### src/rtl/motor_pkg.sv
// rtl/motor_pkg.sv - shared direction codes, sequencer state encoding and duty width
package motor_pkg;

    localparam int DUTY_W = 8;

    localparam logic [1:0] DIR_STOP  = 2'b00;
    localparam logic [1:0] DIR_CW    = 2'b01;
    localparam logic [1:0] DIR_CCW   = 2'b10;
    localparam logic [1:0] DIR_BRAKE = 2'b11;

    typedef enum logic [1:0] {
        ST_IDLE = 2'd0,
        ST_RAMP = 2'd1,
        ST_DOWN = 2'd2,
        ST_DEAD = 2'd3
    } state_t;

endpackage

### src/rtl/motor_ramp_sequencer_if.sv
// rtl/motor_ramp_sequencer_if.sv - request/command bundle between control logic, sequencer and bridge
//   dir_req, duty_req, estop : raw requests from control logic (master drives)
//   sel, pwm_duty            : conditioned command for the H-bridge controller (slave drives)
//   busy, at_target          : sequencer status (slave drives)
interface motor_ramp_sequencer_if;
    import motor_pkg::*;

    logic [1:0]        dir_req;
    logic [DUTY_W-1:0] duty_req;
    logic              estop;
    logic [1:0]        sel;
    logic [DUTY_W-1:0] pwm_duty;
    logic              busy;
    logic              at_target;

    modport master (
        output dir_req, duty_req, estop,
        input  sel, pwm_duty, busy, at_target
    );

    modport slave (
        input  dir_req, duty_req, estop,
        output sel, pwm_duty, busy, at_target
    );

endinterface

### src/rtl/motor_step_tick.sv
// rtl/motor_step_tick.sv - duty step prescaler with synchronous clear
//   clk, rst_n : clock, asynchronous active-low reset
//   clear      : restart the count at 0 on the next edge
//   tick       : high for one cycle on the terminal count STEP_CYCLES-1
module motor_step_tick #(
    parameter int STEP_CYCLES = 50_000
) (
    input  logic clk,
    input  logic rst_n,
    input  logic clear,
    output logic tick
);

    localparam int CNT_W = (STEP_CYCLES > 1) ? $clog2(STEP_CYCLES) : 1;
    localparam logic [CNT_W-1:0] CNT_LAST = CNT_W'(STEP_CYCLES - 1);

    logic [CNT_W-1:0] cnt;

    // Not gated by clear: the sequencer decides state changes from this tick,
    // and clear is itself derived from those decisions.
    assign tick = (cnt == CNT_LAST);

    always_ff @(posedge clk or negedge rst_n) begin
        if (!rst_n) begin
            cnt <= '0;
        end else if (clear || tick) begin
            cnt <= '0;
        end else begin
            cnt <= cnt + 1'b1;
        end
    end

endmodule

### src/rtl/motor_ramp_sequencer.sv
// rtl/motor_ramp_sequencer.sv - slew-limited direction/duty sequencer ahead of the H-bridge controller
//   clk, rst_n : 50 MHz clock, asynchronous active-low reset
//   bus        : slave side of motor_ramp_sequencer_if (requests in, sel/pwm_duty/busy/at_target out)
module motor_ramp_sequencer
    import motor_pkg::*;
#(
    parameter int STEP_CYCLES     = 50_000,
    parameter int DEADTIME_CYCLES = 5_000_000
) (
    input  logic                   clk,
    input  logic                   rst_n,
    motor_ramp_sequencer_if.slave  bus
);

    localparam int DEAD_W = (DEADTIME_CYCLES > 1) ? $clog2(DEADTIME_CYCLES) : 1;
    localparam logic [DEAD_W-1:0] DEAD_LAST = DEAD_W'(DEADTIME_CYCLES - 1);

    state_t            state, state_n;
    logic [1:0]        active_dir, active_dir_n;
    logic [1:0]        sel_q, sel_n;
    logic [DUTY_W-1:0] duty_q, duty_n;
    logic [DEAD_W-1:0] dead_cnt, dead_n;
    logic              busy_q, busy_n;
    logic              at_q, at_n;
    logic              abort, req_drive;
    logic              step_clear, step_tick;

    motor_step_tick #(.STEP_CYCLES(STEP_CYCLES)) u_step_tick (
        .clk   (clk),
        .rst_n (rst_n),
        .clear (step_clear),
        .tick  (step_tick)
    );

    assign abort     = bus.estop || (bus.dir_req == DIR_BRAKE);
    assign req_drive = (bus.dir_req == DIR_CW) || (bus.dir_req == DIR_CCW);

    always_comb begin
        state_n      = state;
        active_dir_n = active_dir;
        duty_n       = duty_q;
        dead_n       = dead_cnt;

        unique case (state)
            ST_IDLE: begin
                duty_n = '0;
                if (req_drive && (bus.duty_req != '0)) begin
                    state_n      = ST_RAMP;
                    active_dir_n = bus.dir_req;
                end
            end
            ST_RAMP: begin
                if ((bus.dir_req != active_dir) || (bus.duty_req == '0)) begin
                    state_n = ST_DOWN;
                end else if (step_tick) begin
                    if (duty_q < bus.duty_req) begin
                        duty_n = duty_q + 1'b1;
                    end else if (duty_q > bus.duty_req) begin
                        duty_n = duty_q - 1'b1;
                    end
                end
            end
            ST_DOWN: begin
                // Leave on the same edge that lands on zero so the dead time
                // starts without an extra cycle of sel held at zero duty.
                if (duty_q == '0) begin
                    state_n = ST_DEAD;
                    dead_n  = '0;
                end else if (step_tick) begin
                    duty_n = duty_q - 1'b1;
                    if (duty_q == DUTY_W'(1)) begin
                        state_n = ST_DEAD;
                        dead_n  = '0;
                    end
                end
            end
            ST_DEAD: begin
                duty_n = '0;
                if (dead_cnt == DEAD_LAST) begin
                    state_n = ST_IDLE;
                    dead_n  = '0;
                end else begin
                    dead_n = dead_cnt + 1'b1;
                end
            end
            default: begin
                state_n = ST_IDLE;
            end
        endcase

        // Abort overrides everything and pins the dead counter until released.
        if (abort) begin
            state_n = ST_DEAD;
            duty_n  = '0;
            dead_n  = '0;
        end

        sel_n  = ((state_n == ST_RAMP) || (state_n == ST_DOWN)) ? active_dir_n : DIR_STOP;
        busy_n = (state_n != ST_IDLE);
        at_n   = (state_n == ST_RAMP) && (duty_n == bus.duty_req);

        // Restart the prescaler on every state change and keep it parked
        // outside the stepping states, so the first step is a full period away.
        step_clear = (state_n != state) || !((state_n == ST_RAMP) || (state_n == ST_DOWN));
    end

    always_ff @(posedge clk or negedge rst_n) begin
        if (!rst_n) begin
            state      <= ST_IDLE;
            active_dir <= DIR_STOP;
            sel_q      <= DIR_STOP;
            duty_q     <= '0;
            dead_cnt   <= '0;
            busy_q     <= 1'b0;
            at_q       <= 1'b0;
        end else begin
            state      <= state_n;
            active_dir <= active_dir_n;
            sel_q      <= sel_n;
            duty_q     <= duty_n;
            dead_cnt   <= dead_n;
            busy_q     <= busy_n;
            at_q       <= at_n;
        end
    end

    assign bus.sel       = sel_q;
    assign bus.pwm_duty  = duty_q;
    assign bus.busy      = busy_q;
    assign bus.at_target = at_q;

endmodule
### src/flat_wrapper.sv
// flat-port wrapper written by rule: the top's interface ports become plain ports
module motor_ramp_sequencer_flat import motor_pkg::*;
#(
    parameter int STEP_CYCLES     = 50_000,
    parameter int DEADTIME_CYCLES = 5_000_000
)
  (clk, rst_n, bus_dir_req, bus_duty_req, bus_estop, bus_sel, bus_pwm_duty, bus_busy, bus_at_target);
  motor_ramp_sequencer_if bus_i ();
  input  logic clk;
  input  logic rst_n;
  input wire logic [$bits(bus_i.dir_req)-1:0] bus_dir_req;
  input wire logic [$bits(bus_i.duty_req)-1:0] bus_duty_req;
  input wire logic [$bits(bus_i.estop)-1:0] bus_estop;
  output wire logic [$bits(bus_i.sel)-1:0] bus_sel;
  output wire logic [$bits(bus_i.pwm_duty)-1:0] bus_pwm_duty;
  output wire logic [$bits(bus_i.busy)-1:0] bus_busy;
  output wire logic [$bits(bus_i.at_target)-1:0] bus_at_target;
  assign bus_i.dir_req = bus_dir_req;
  assign bus_i.duty_req = bus_duty_req;
  assign bus_i.estop = bus_estop;
  assign bus_sel = bus_i.sel;
  assign bus_pwm_duty = bus_i.pwm_duty;
  assign bus_busy = bus_i.busy;
  assign bus_at_target = bus_i.at_target;
  motor_ramp_sequencer #(.STEP_CYCLES(STEP_CYCLES), .DEADTIME_CYCLES(DEADTIME_CYCLES)) u_core (.clk(clk), .rst_n(rst_n), .bus(bus_i));
endmodule
### config.mk
export PLATFORM = sky130hd
export DESIGN_NAME = motor_ramp_sequencer_flat
export DESIGN_NICKNAME = d
export VERILOG_FILES = /design/src/rtl/motor_pkg.sv /design/src/rtl/motor_ramp_sequencer_if.sv /design/src/rtl/motor_step_tick.sv /design/src/rtl/motor_ramp_sequencer.sv /design/src/flat_wrapper.sv
export SDC_FILE = /design/constraint.sdc
export NUM_CORES = 1
export LEC_CHECK = 0
export CAP_MARGIN = 10
export CORE_ASPECT_RATIO = 0.6
export CORE_MARGIN = 8
export CORE_UTILIZATION = 30
export DETAILED_ROUTE_END_ITERATION = 10
export SLEW_MARGIN = 20
export SYNTH_ARGS = -nofsm -noshare
export SYNTH_HDL_FRONTEND = slang
export SYNTH_SLANG_ARGS = --single-unit
### constraint.sdc
create_clock -name clk -period 4.7 [get_ports clk]
set_clock_uncertainty 0.15 [all_clocks]
set_input_delay 0.47 -clock clk [delete_from_list [all_inputs] [get_ports clk]]
set_output_delay 0.47 -clock clk [all_outputs]
set_load 0.02 [all_outputs]
# Word-level counts from Yosys, hierarchy flattened
# Cells that the tools add are included.
[op_classes]
add_sub_neg = 4
n_mux = 26
eq_ne = 16
reduce_logical = 17
n_lt_le_gt_ge = 2
n_mul = 0
shifts = 0
bitwise_logic = 0
div = 0
[ops]
columns = ["cell", "n"]
rows = [
  ["$mux W23", 5],
  ["$mux W8", 7],
  ["$pmux W23 S2", 1],
  ["$pmux W8 S3", 1],
  ["$add A23 B1 Y23 const B", 1],
  ["$eq A23 B23 Y1 const B", 1],
  ["$mux W2", 10],
  ["$add A16 B1 Y16 const B", 1],
  ["$eq A16 B16 Y1 const B", 1],
  ["$logic_not A8 Y1", 2],
  ["$mux W16", 1],
  ["$eq A2 B2 Y1 const B", 5],
  ["$add A8 B1 Y8 const B", 1],
  ["$eq A8 B1 Y1 const B", 1],
  ["$eq A8 B8 Y1", 1],
  ["$gt A8 B8 Y1", 1],
  ["$lt A8 B8 Y1", 1],
  ["$pmux W2 S4", 1],
  ["$reduce_bool A8 Y1", 1],
  ["$sub A8 B1 Y8 const B", 1],
  ["$eq A2 B1 Y1 const B", 3],
  ["$logic_or A1 B1 Y1", 6],
  ["$ne A2 B2 Y1", 2],
  ["$ne A4 B1 Y1 const B", 1],
  ["other kinds (8)", 9],
]
[totals]
mem_count = 0
regBits = 55
ram_bits = 0
latch_bits = 0
wordCells = 73
input_bits = 13
romBits = 0
out_inout_bits = 12

# Depth between registers and ports, before layout
# Gate-level depths: netlist of the first run.
[logic_depth]
word_depth = 12
mapped_depth = 13
depth_no_buf = 13

# Modules after synthesis
# Synthesis of the first run repeated with hierarchy kept, for this count alone.
[unflattened]
cells_unflattened = 458
area_unflattened_um2 = 3940.0
[modules_own_cells]
columns = ["mod", "n_inst", "area_each_um2", "seq_area_each_um2", "cells_per_inst"]
rows = [
  ["motor_ramp_sequencer", 1, 3148.0, 975.9, 378],
  ["motor_step_tick", 1, 792.0, 400.4, 80],
]

# Least setup slack after synthesis of the first run
# OpenSTA, ideal clock, no wires.
[synth_path]
path_type = "register to register"
from = "register u_core.u_step_tick.cnt[4]"
to = "register u_core.u_step_tick.cnt[10]"
synth_period_minus_slack_ns = 3.625
path_buffers = 2
arrival_time_ns = 3.404
stages_incl_launch_ff = 13
required_time_ns = 4.479
path_slack_ns = 1.075
setup_time_ns = 0.071
path_cell_list = "dfrtp_1 -> or4b_1 -> nor4_1 -> a21o_1 -> nand2_1 -> mux2i_1 -> a2111oi_0 -> inv_1 -> ha_1 -> or4_1 -> clkbuf_1 -> buf_2 -> nor2_1"
[synth_via]
elab_chain_len = 11
word_cells_on_any_way = 14
classes_between = "add/sub (1); eq/ne (4); mux (5); reduce/logical (4)"
[synth_lines]
columns = ["item", "line_no", "rtl"]
rows = [
  ["start, declared", "motor_step_tick.sv:17", "logic [CNT_W-1:0] cnt;"],
  ["start signal, assigned", "motor_step_tick.sv:29", "cnt <= cnt + 1'b1;"],
  ["$eq A16 B16 Y1 (*)", "motor_step_tick.sv:21", "assign tick = (cnt == CNT_LAST);"],
  ["$mux W2 (*)", "motor_ramp_sequencer.sv:69", "end else if (step_tick) begin"],
  ["$mux W2 (*)", "motor_ramp_sequencer.sv:66", "if (duty_q == '0) begin"],
  ["$pmux W2 S4 (*)", "motor_ramp_sequencer.sv:44", "unique case (state)"],
  ["$mux W2 (*)", "motor_ramp_sequencer.sv:92", "if (abort) begin"],
  ["via u_core.state_n[0]", "motor_ramp_sequencer.sv:18", "state_t state, state_n;"],
  ["$eq A2 B1 Y1 or $eq A2 B2 Y1 (tied branches)", "motor_ramp_sequencer.sv:104", "step_clear = (state_n != state) || !((state_n == ST_RAMP) || (state_n == ST_DOWN));"],
  ["$logic_or A1 B1 Y1", "motor_ramp_sequencer.sv:104", ""],
  ["$logic_not A1 Y1", "motor_ramp_sequencer.sv:104", ""],
  ["$logic_or A1 B1 Y1 (*)", "motor_ramp_sequencer.sv:104", ""],
  ["$logic_or A1 B1 Y1 (*)", "motor_step_tick.sv:26", "end else if (clear || tick) begin"],
  ["$mux W16 (*)", "motor_step_tick.sv:26", ""],
]
# Mark *: on every way through the listed nets, which the timed path passes. The rest lies on a longest branch.
# A chain may end at the register's enable or synchronous reset.

# Final worst setup path of the first run
[layout_path]
from = "register u_core.dead_cnt[0]"
to = "register u_core.u_step_tick.cnt[2]"
[layout_via]
elab_chain_len = 10
word_cells_on_any_way = 12
classes_between = "eq/ne (4); mux (4); reduce/logical (4)"
[layout_lines]
columns = ["item", "line_no", "rtl"]
rows = [
  ["start, declared", "motor_ramp_sequencer.sv:22", "logic [DEAD_W-1:0] dead_cnt, dead_n;"],
  ["start signal, assigned", "motor_ramp_sequencer.sv:121", "dead_cnt <= dead_n;"],
  ["$eq A23 B23 Y1 (*)", "motor_ramp_sequencer.sv:79", "if (dead_cnt == DEAD_LAST) begin"],
  ["$mux W2 (*)", "motor_ramp_sequencer.sv:79", ""],
  ["$pmux W2 S4 (*)", "motor_ramp_sequencer.sv:44", ""],
  ["$mux W2 (*)", "motor_ramp_sequencer.sv:92", ""],
  ["via u_core.state_n[0]", "motor_ramp_sequencer.sv:18", ""],
  ["$eq A2 B1 Y1 or $eq A2 B2 Y1 (tied branches)", "motor_ramp_sequencer.sv:104", ""],
  ["$logic_or A1 B1 Y1", "motor_ramp_sequencer.sv:104", ""],
  ["$logic_not A1 Y1", "motor_ramp_sequencer.sv:104", ""],
  ["$logic_or A1 B1 Y1 (*)", "motor_ramp_sequencer.sv:104", ""],
  ["$logic_or A1 B1 Y1 (*)", "motor_step_tick.sv:26", ""],
  ["$mux W16 (*)", "motor_step_tick.sv:26", ""],
]
# Marked as above.

==> reports/metrics.yaml, run 1 <==
timing.rr.start: "u_core.dead_cnt[0]$_DFFE_PN0P_"
path_class: "reg2reg"
yosysUniqueCellTypes: 56
diodes: 0
placed_cells: 629
drv_cap: 0
fmax_ghz: 0.239
layout-drive-gt1-share: 0.0551
gp_congestion: 0.992
tightest_slew_ns: 0.974
start_kind: "flop"
post_cts_buffers: 0
max_stage_delay_ns: 0.82
grt_pass1_vias: 3251
cts_hold_buffers: 0
setup_tns_ns: 0
syn_nets: 483
coreArea_sq_um: 12200
seq_area_sq_um: 1380
synth_flop_cell: "dfrtp_1"
dp_hpwl_mm: 8.08
drt-initial-drc-count: 349
switchingPower_mw: 0.208
port_buffers: 24
io_pins: 25
final_util: 0.355
power_density_nw_per_um2: 208
p_sw_frac: 0.231
dieHeight_um: 103
cts.clk_slew.worst_paths_ns: 0.07
p_seq_frac: 0.530
reg2reg_to: "u_core.u_step_tick.cnt[2]$_DFF_PN0_"
syn_area_sq_um: 3790
clock_path_buffers: 2
hold_viol: 0
p_leak_nw: 1.76
cts_tree: "built"
vias_per_cell: 5.45
area_growth_pct: 14.1
synth.avg_cell_area_sq_um: 8.38
setup.worst_path.end_class: "flop"
setup_viol: 0
drt-total-wl_mm: 10.6
vias: 3473
cp_top_family: "simple AND/OR/NAND/NOR gates"
grt_pass1_wl_mm: 17.2
period_minus_slack_ns: 4.18
die_area_sq_um: 16600
outcome: "complete, no violations"
rows: 31
critPathSlowestCell: "or4_1"
crit_path_cell_trace: "ha_1, and3_1, and3_1, nand4_1, nor3_1, mux2i_1, a2111oi_0, inv_1, ha_1, or4_1, nor2_1"
grt_overflow: 0
cts_resized: 0
antenna_found_initial: 0
synth_cells: 453
fillers: 1266
fin_crit_sh: 0.889
crit_required_ns: 4.76
rrSetupSlack_ns: 0.52
r2r_cells: 11
cts_root_buf: "clkbuf_16"
stdcell_count: 637
drv_slew: 0
place_ws_ns: 0.445
dieWidth_um: 161
nNetsFinal: 501
insertion_delay_ns: 0.29
cp.arrival_ns: 4.24
drtAntennaViolNets: 0
cts_made_buffers: 5
crit_fanout: 16
yosysSeqAreaShare: 0.363
rsz0062_at_grt: "false"
async_reset_ff_frac: 1.00
hold_class: "in2async"
synth_edf_count: 0
drtPass1Iterations: 5
drt-wirelength-per-cell_um: 16.7
htreeDepth: 2
ys_ff_latch: 55
multiInputGateArea_sq_um: 2270
p_total_mw: 0.902
drc: 0
relSlewSlack: 0.349
layout_setup_ws_ns: 0.521
clkSinkCount: 55
p_int_mw: 0.693
start_util: 0.311
grt_max_degree: 56
yosys_warnings: 0
clkPwrFrac: 0.399
ir_drop_v: 0.000153
grt_usage: 0.129
crit_buf_inv: 1
p_comb_frac: 0.071
[synth_stat cells, drive strengths merged (3+ instances only)]
library cell / instances / share of area
xor2: 21 / 0.048
nor4: 11 / 0.018
o22ai: 6 / 0.0099
or2: 4 / 0.0066
mux2: 6 / 0.019
or3: 6 / 0.0099
nor3: 11 / 0.015
or4: 5 / 0.0099
dfrtp: 55 / 0.36
buf: 4 / 0.0069
a31oi: 3 / 0.0049
o211ai: 4 / 0.0079
o21a: 3 / 0.0059
a21oi: 19 / 0.026
nand4: 10 / 0.016
mux2i: 4 / 0.011
a211o: 3 / 0.0069
o21ai: 33 / 0.044
nor2: 65 / 0.069
nor2b: 6 / 0.0099
nand2: 35 / 0.035
a21o: 3 / 0.0059
xnor2: 17 / 0.039
nand3: 22 / 0.029
ha: 17 / 0.056
inv: 20 / 0.020
nand2b: 7 / 0.012
and3: 14 / 0.023
clkbuf: 13 / 0.013
[layout by cell type, fill, tap and decap left out, types with 14 or more instances in the layout]
| cell | count |
|---|---|
| a21oi_1 | 18 |
| clkdlybuf4s50_1 | 23 |
| nand2_1 | 35 |
| inv_1 | 20 |
| and3_1 | 14 |
| xor2_1 | 21 |
| dfrtp_1 | 55 |
| o21ai_0 | 32 |
| nand3_1 | 22 |
| xnor2_1 | 17 |
| nor2_1 | 63 |
| ha_1 | 17 |
[state kept, by name (all words and copies together), names as in the netlist]
register and flops:
u_core.bus.sel 2, u_core.u_step_tick.cnt 16, u_core.bus.busy 1, u_core.dead_cnt 23, u_core.active_dir 2, u_core.bus.pwm_duty 8
u_core.bus.at_target 1, u_core.state 2
[worst max path at each step]
stage	slack, ns	from	to	cells past startpoint
CTS	0.49	u_core.dead_cnt[0]$_DFFE_PN0P_	u_core.u_step_tick.cnt[7]$_DFF_PN0_	11
global placement	0.61	bus_duty_req[7]	u_core.bus.at_target$_DFF_PN0_	11
global route	0.08	u_core.dead_cnt[0]$_DFFE_PN0P_	u_core.u_step_tick.cnt[0]$_DFF_PN0_	11
finish	0.52	u_core.dead_cnt[0]$_DFFE_PN0P_	u_core.u_step_tick.cnt[2]$_DFF_PN0_	11
detailed placement	0.45	bus_duty_req[0]	u_core.u_step_tick.cnt[6]$_DFF_PN0_	9
floorplan	1.07	u_core.u_step_tick.cnt[4]$_DFF_PN0_	u_core.u_step_tick.cnt[10]$_DFF_PN0_	12
[worst register-to-register path: cells and delay by family (launching register included)]
family	cells	cell delay [ns]
buf+inv	1	0.15
fa+ha+maj	2	0.53
flops	1	0.37
mux	1	0.14
simple gates	6	1.99
compound gates	1	0.77
[layer usage]
| layer | GRT usage | wire length, um | vias up | part of all wire |
|---|---|---|---|---|
| met4 | 0.0113 | 38 | 0 | 0.0036 |
| met3 | 0.0494 | 1180 | 6 | 0.11 |
| li1 | - | - | 1651 | - |
| met5 | 0 | 0 | - | 0 |
| met2 | 0.172 | 3990 | 162 | 0.38 |
| met1 | 0.194 | 5410 | 1654 | 0.51 |
[stage by stage]
stage          cell area (sq um)  hold slack (ns)
2_1_floorplan               3790           0.0244
3_3_place_gp                4190            0.295
6_report                    4330            0.163
4_1_cts                     4330            0.194
3_5_place_dp                4190            0.305
5_1_grt                     4330            0.226
[area by class of cell]
cell class	instances	area share
clock buffers	5	0.0289
clock inverters	3	0.00347
inverters	20	0.0173
multi-input cells	361	0.524
flip-flops and latches	55	0.318
well taps	165	0.0477
repair buffers	28	0.0612
[cell families after synthesis]
kind of cell	share of synthesized area
fa+ha+maj	0.0560
buf+inv	0.0396
mux	0.0293
xor+xnor	0.0877
compound gates	0.152
simple gates	0.272
flops	0.363
[power groups by stage]
| stage | sequential (mW) | combinational, mW | clock, mW |
|---|---|---|---|
| CTS | 0.478 | 0.0642 | 0.371 |
| global placement | 0.487 | 0.0631 | 0 |
| floorplan | 0.486 | 0.0297 | 0 |
| global route | 0.478 | 0.0717 | 0.394 |
| detailed placement | 0.487 | 0.0638 | 0 |
| finish | 0.478 | 0.0642 | 0.360 |
Power figures use the tool's default switching activity.
==> inputs of run 2 (changes only) <==
--- a/config.mk
+++ b/config.mk
@@ -14,3 +14,4 @@
 export SYNTH_ARGS = -nofsm -noshare
 export SYNTH_HDL_FRONTEND = slang
 export SYNTH_SLANG_ARGS = --single-unit
+export TNS_END_PERCENT = 1
==> constraint.sdc (replaced) <==
create_clock -name clk -period 4.62 [get_ports clk]
set_clock_uncertainty 0.15 [all_clocks]
set_input_delay 0.462 -clock clk [delete_from_list [all_inputs] [get_ports clk]]
set_output_delay 0.462 -clock clk [all_outputs]
set_load 0.02 [all_outputs]
==> run 2 against run 1 <==
Clock power is 6.9% higher. Critical endpoint is now u_core.u_step_tick.cnt[5]$_DFF_PN0_. Sequential power is 2% higher. Total power is 4.0% higher.
==> reports/metrics.yaml, run 2 (synthesis gave the netlist of run 1 again) <==
outcome: "complete, no violations"
crit_required_ns: 4.69  # -0.07 ns
drtAntennaViolNets: 0  # unchanged
grt_usage: 0.129  # about the same
io_pins: 25  # unchanged
cp_top_family: "simple AND/OR/NAND/NOR gates"
power_density_nw_per_um2: 216  # +3.7%
period_minus_slack_ns: 4.11  # -0.0666 ns
drt-initial-drc-count: 359  # +2.9%
vias: 3426  # -1.4%
cts_tree: "built"
dieWidth_um: 161  # unchanged
dr_wl_met3_mm: 1.09  # -7.1%
start_kind: "flop"
hold_class: "in2async"
wl_met2_mm: 4.00  # +0.28%
path_class: "reg2reg"
grt_pass1_wl_mm: 17.3  # +0.40%
stdcell_count: 637  # unchanged
coreArea_sq_um: 12200  # unchanged
rsz0062_at_grt: "false"
largest_register_ffs: 23  # unchanged
dp_hpwl_mm: 8.03  # -0.61%
cts_root_buf: "clkbuf_16"
gp_congestion: 0.982  # -0.96%
final_util: 0.355  # +0.000820
die_area_sq_um: 16600  # unchanged
setup.worst_path.end_class: "flop"
dieHeight_um: 103  # unchanged
start_util: 0.311  # unchanged
cts_hold_buffers: 0  # unchanged
clkSinkCount: 55  # unchanged
post_cts_buffers: 0  # unchanged
cts_resized: 0  # unchanged
drt-total-wl_mm: 10.5  # -0.58%
place_ws_ns: 0.375  # -0.0701 ns
top_layer_used: "met4"
htreeDepth: 2  # unchanged
crit_buf_inv: 1  # unchanged
relSlewSlack: 0.322  # -0.0268
area_growth_pct: 14.4
ir_drop_v: 0.000119  # -22%
tightest_slew_ns: 1.01  # +0.0401 ns
grt_max_degree: 56  # unchanged
layout_common_cells: "63 x nor2_1, 55 x dfrtp_1, 35 x nand2_1"
layout_setup_ws_ns: 0.507  # -0.0134 ns
cts_made_buffers: 5  # unchanged
grt_pass1_vias: 3162  # -2.7%
crit_fanout: 16  # unchanged
layout_commonest_cell: "nor2_1"
diodes: 0  # unchanged
rows: 31  # unchanged
setup_viol: 0  # unchanged
clock_path_buffers: 2  # unchanged
max_stage_delay_ns: 0.81  # about the same
setup_tns_ns: 0  # unchanged
drc: 0  # unchanged
cp.arrival_ns: 4.18  # -0.06 ns
critPathSlowestCell: "or4_1"
hold_viol: 0  # unchanged
fmax_ghz: 0.243  # +1.6%
grt_overflow: 0  # unchanged
antenna_found_initial: 0  # unchanged
drv_slew: 0  # unchanged
met1_length_mm: 5.40  # -0.11%
drv_cap: 0  # unchanged
layout-drive-gt1-share: 0.0551  # unchanged
drtPass1Iterations: 5  # unchanged
nNetsFinal: 501  # unchanged
vias_per_cell: 5.38  # -1.4%
fin_crit_sh: 0.890  # +0.000979
placed_cells: 629  # unchanged
insertion_delay_ns: 0.30  # about the same
p_leak_nw: 1.76  # -0.19%
regMostFlops: "u_core.dead_cnt"
crit_path_cell_trace: "ha_1, and3_1, and3_1, nand4_1, nor3_1, mux2i_1, a2111oi_0, inv_1, ha_1, or4_1, nor2_1"
port_buffers: 24  # unchanged
drt-wirelength-per-cell_um: 16.6  # -0.58%
cts.clk_slew.worst_paths_ns: 0.08  # about the same
[run 2: path summary, 6_finish.rpt]
kind | startpoint | to | slack (ns) | depth (start not counted)
hold reg to reg | u_core.u_step_tick.cnt[0]$_DFF_PN0_ | u_core.u_step_tick.cnt[0]$_DFF_PN0_ | 0.31 | 1
setup reg to reg | u_core.dead_cnt[0]$_DFFE_PN0P_ | u_core.u_step_tick.cnt[5]$_DFF_PN0_ | 0.51 | 11
max in group asynchronous | rst_n | u_core.dead_cnt[4]$_DFFE_PN0P_ | 3.72 | 2
hold / removal | rst_n | u_core.u_step_tick.cnt[1]$_DFF_PN0_ | 0.14 | 2
setup / recovery | u_core.dead_cnt[0]$_DFFE_PN0P_ | u_core.u_step_tick.cnt[5]$_DFF_PN0_ | 0.51 | 11
min in group clk | u_core.u_step_tick.cnt[0]$_DFF_PN0_ | u_core.u_step_tick.cnt[0]$_DFF_PN0_ | 0.31 | 1
[run 2: layer usage]
metal,vias to the layer above,GRT usage
li1,1650,-
met1,1612,0.197
met2,156,0.173
met3,8,0.0447
met4,0,0.0113
met5,-,0
[run 2: worst register-to-register path, stage by stage (launching register included)]
cell and delay, ns:
dfrtp_1 0.38, ha_1 0.20, and3_1 0.21, and3_1 0.25, nand4_1 0.12, nor3_1 0.34, mux2i_1 0.12, a2111oi_0 0.79
inv_1 0.14, ha_1 0.34, or4_1 0.81, nor2_1 0.20
[run 2: cell type report]
type	instances	area [sq um]
Fill cell	1246	7880
Clock buffer	5	125
Inverter	20	75.1
Multi-Input combinational cell	361	2270
Clock inverter	3	25.0
Sequential cell	55	1380
Timing Repair Buffer	28	265
Tap cell	165	206
[run 2: stage by stage]
step	instance area, sq um	power [mW]	hold slack, ns
after floorplan	3790	0.525	0.0164
after global placement	4190	0.560	0.295
after detailed placement	4190	0.561	0.307
after CTS	4340	0.947	0.177
after global routing	4340	0.977	0.221
final	4340	0.937	0.140
[run 2: power breakdown]
group	total (mW)	switching, mW	internal (mW)
clock	0.385	0.182	0.203
sequential	0.486	0.00280	0.483
combinational	0.0660	0.0421	0.0239
total	0.937	0.227	0.710
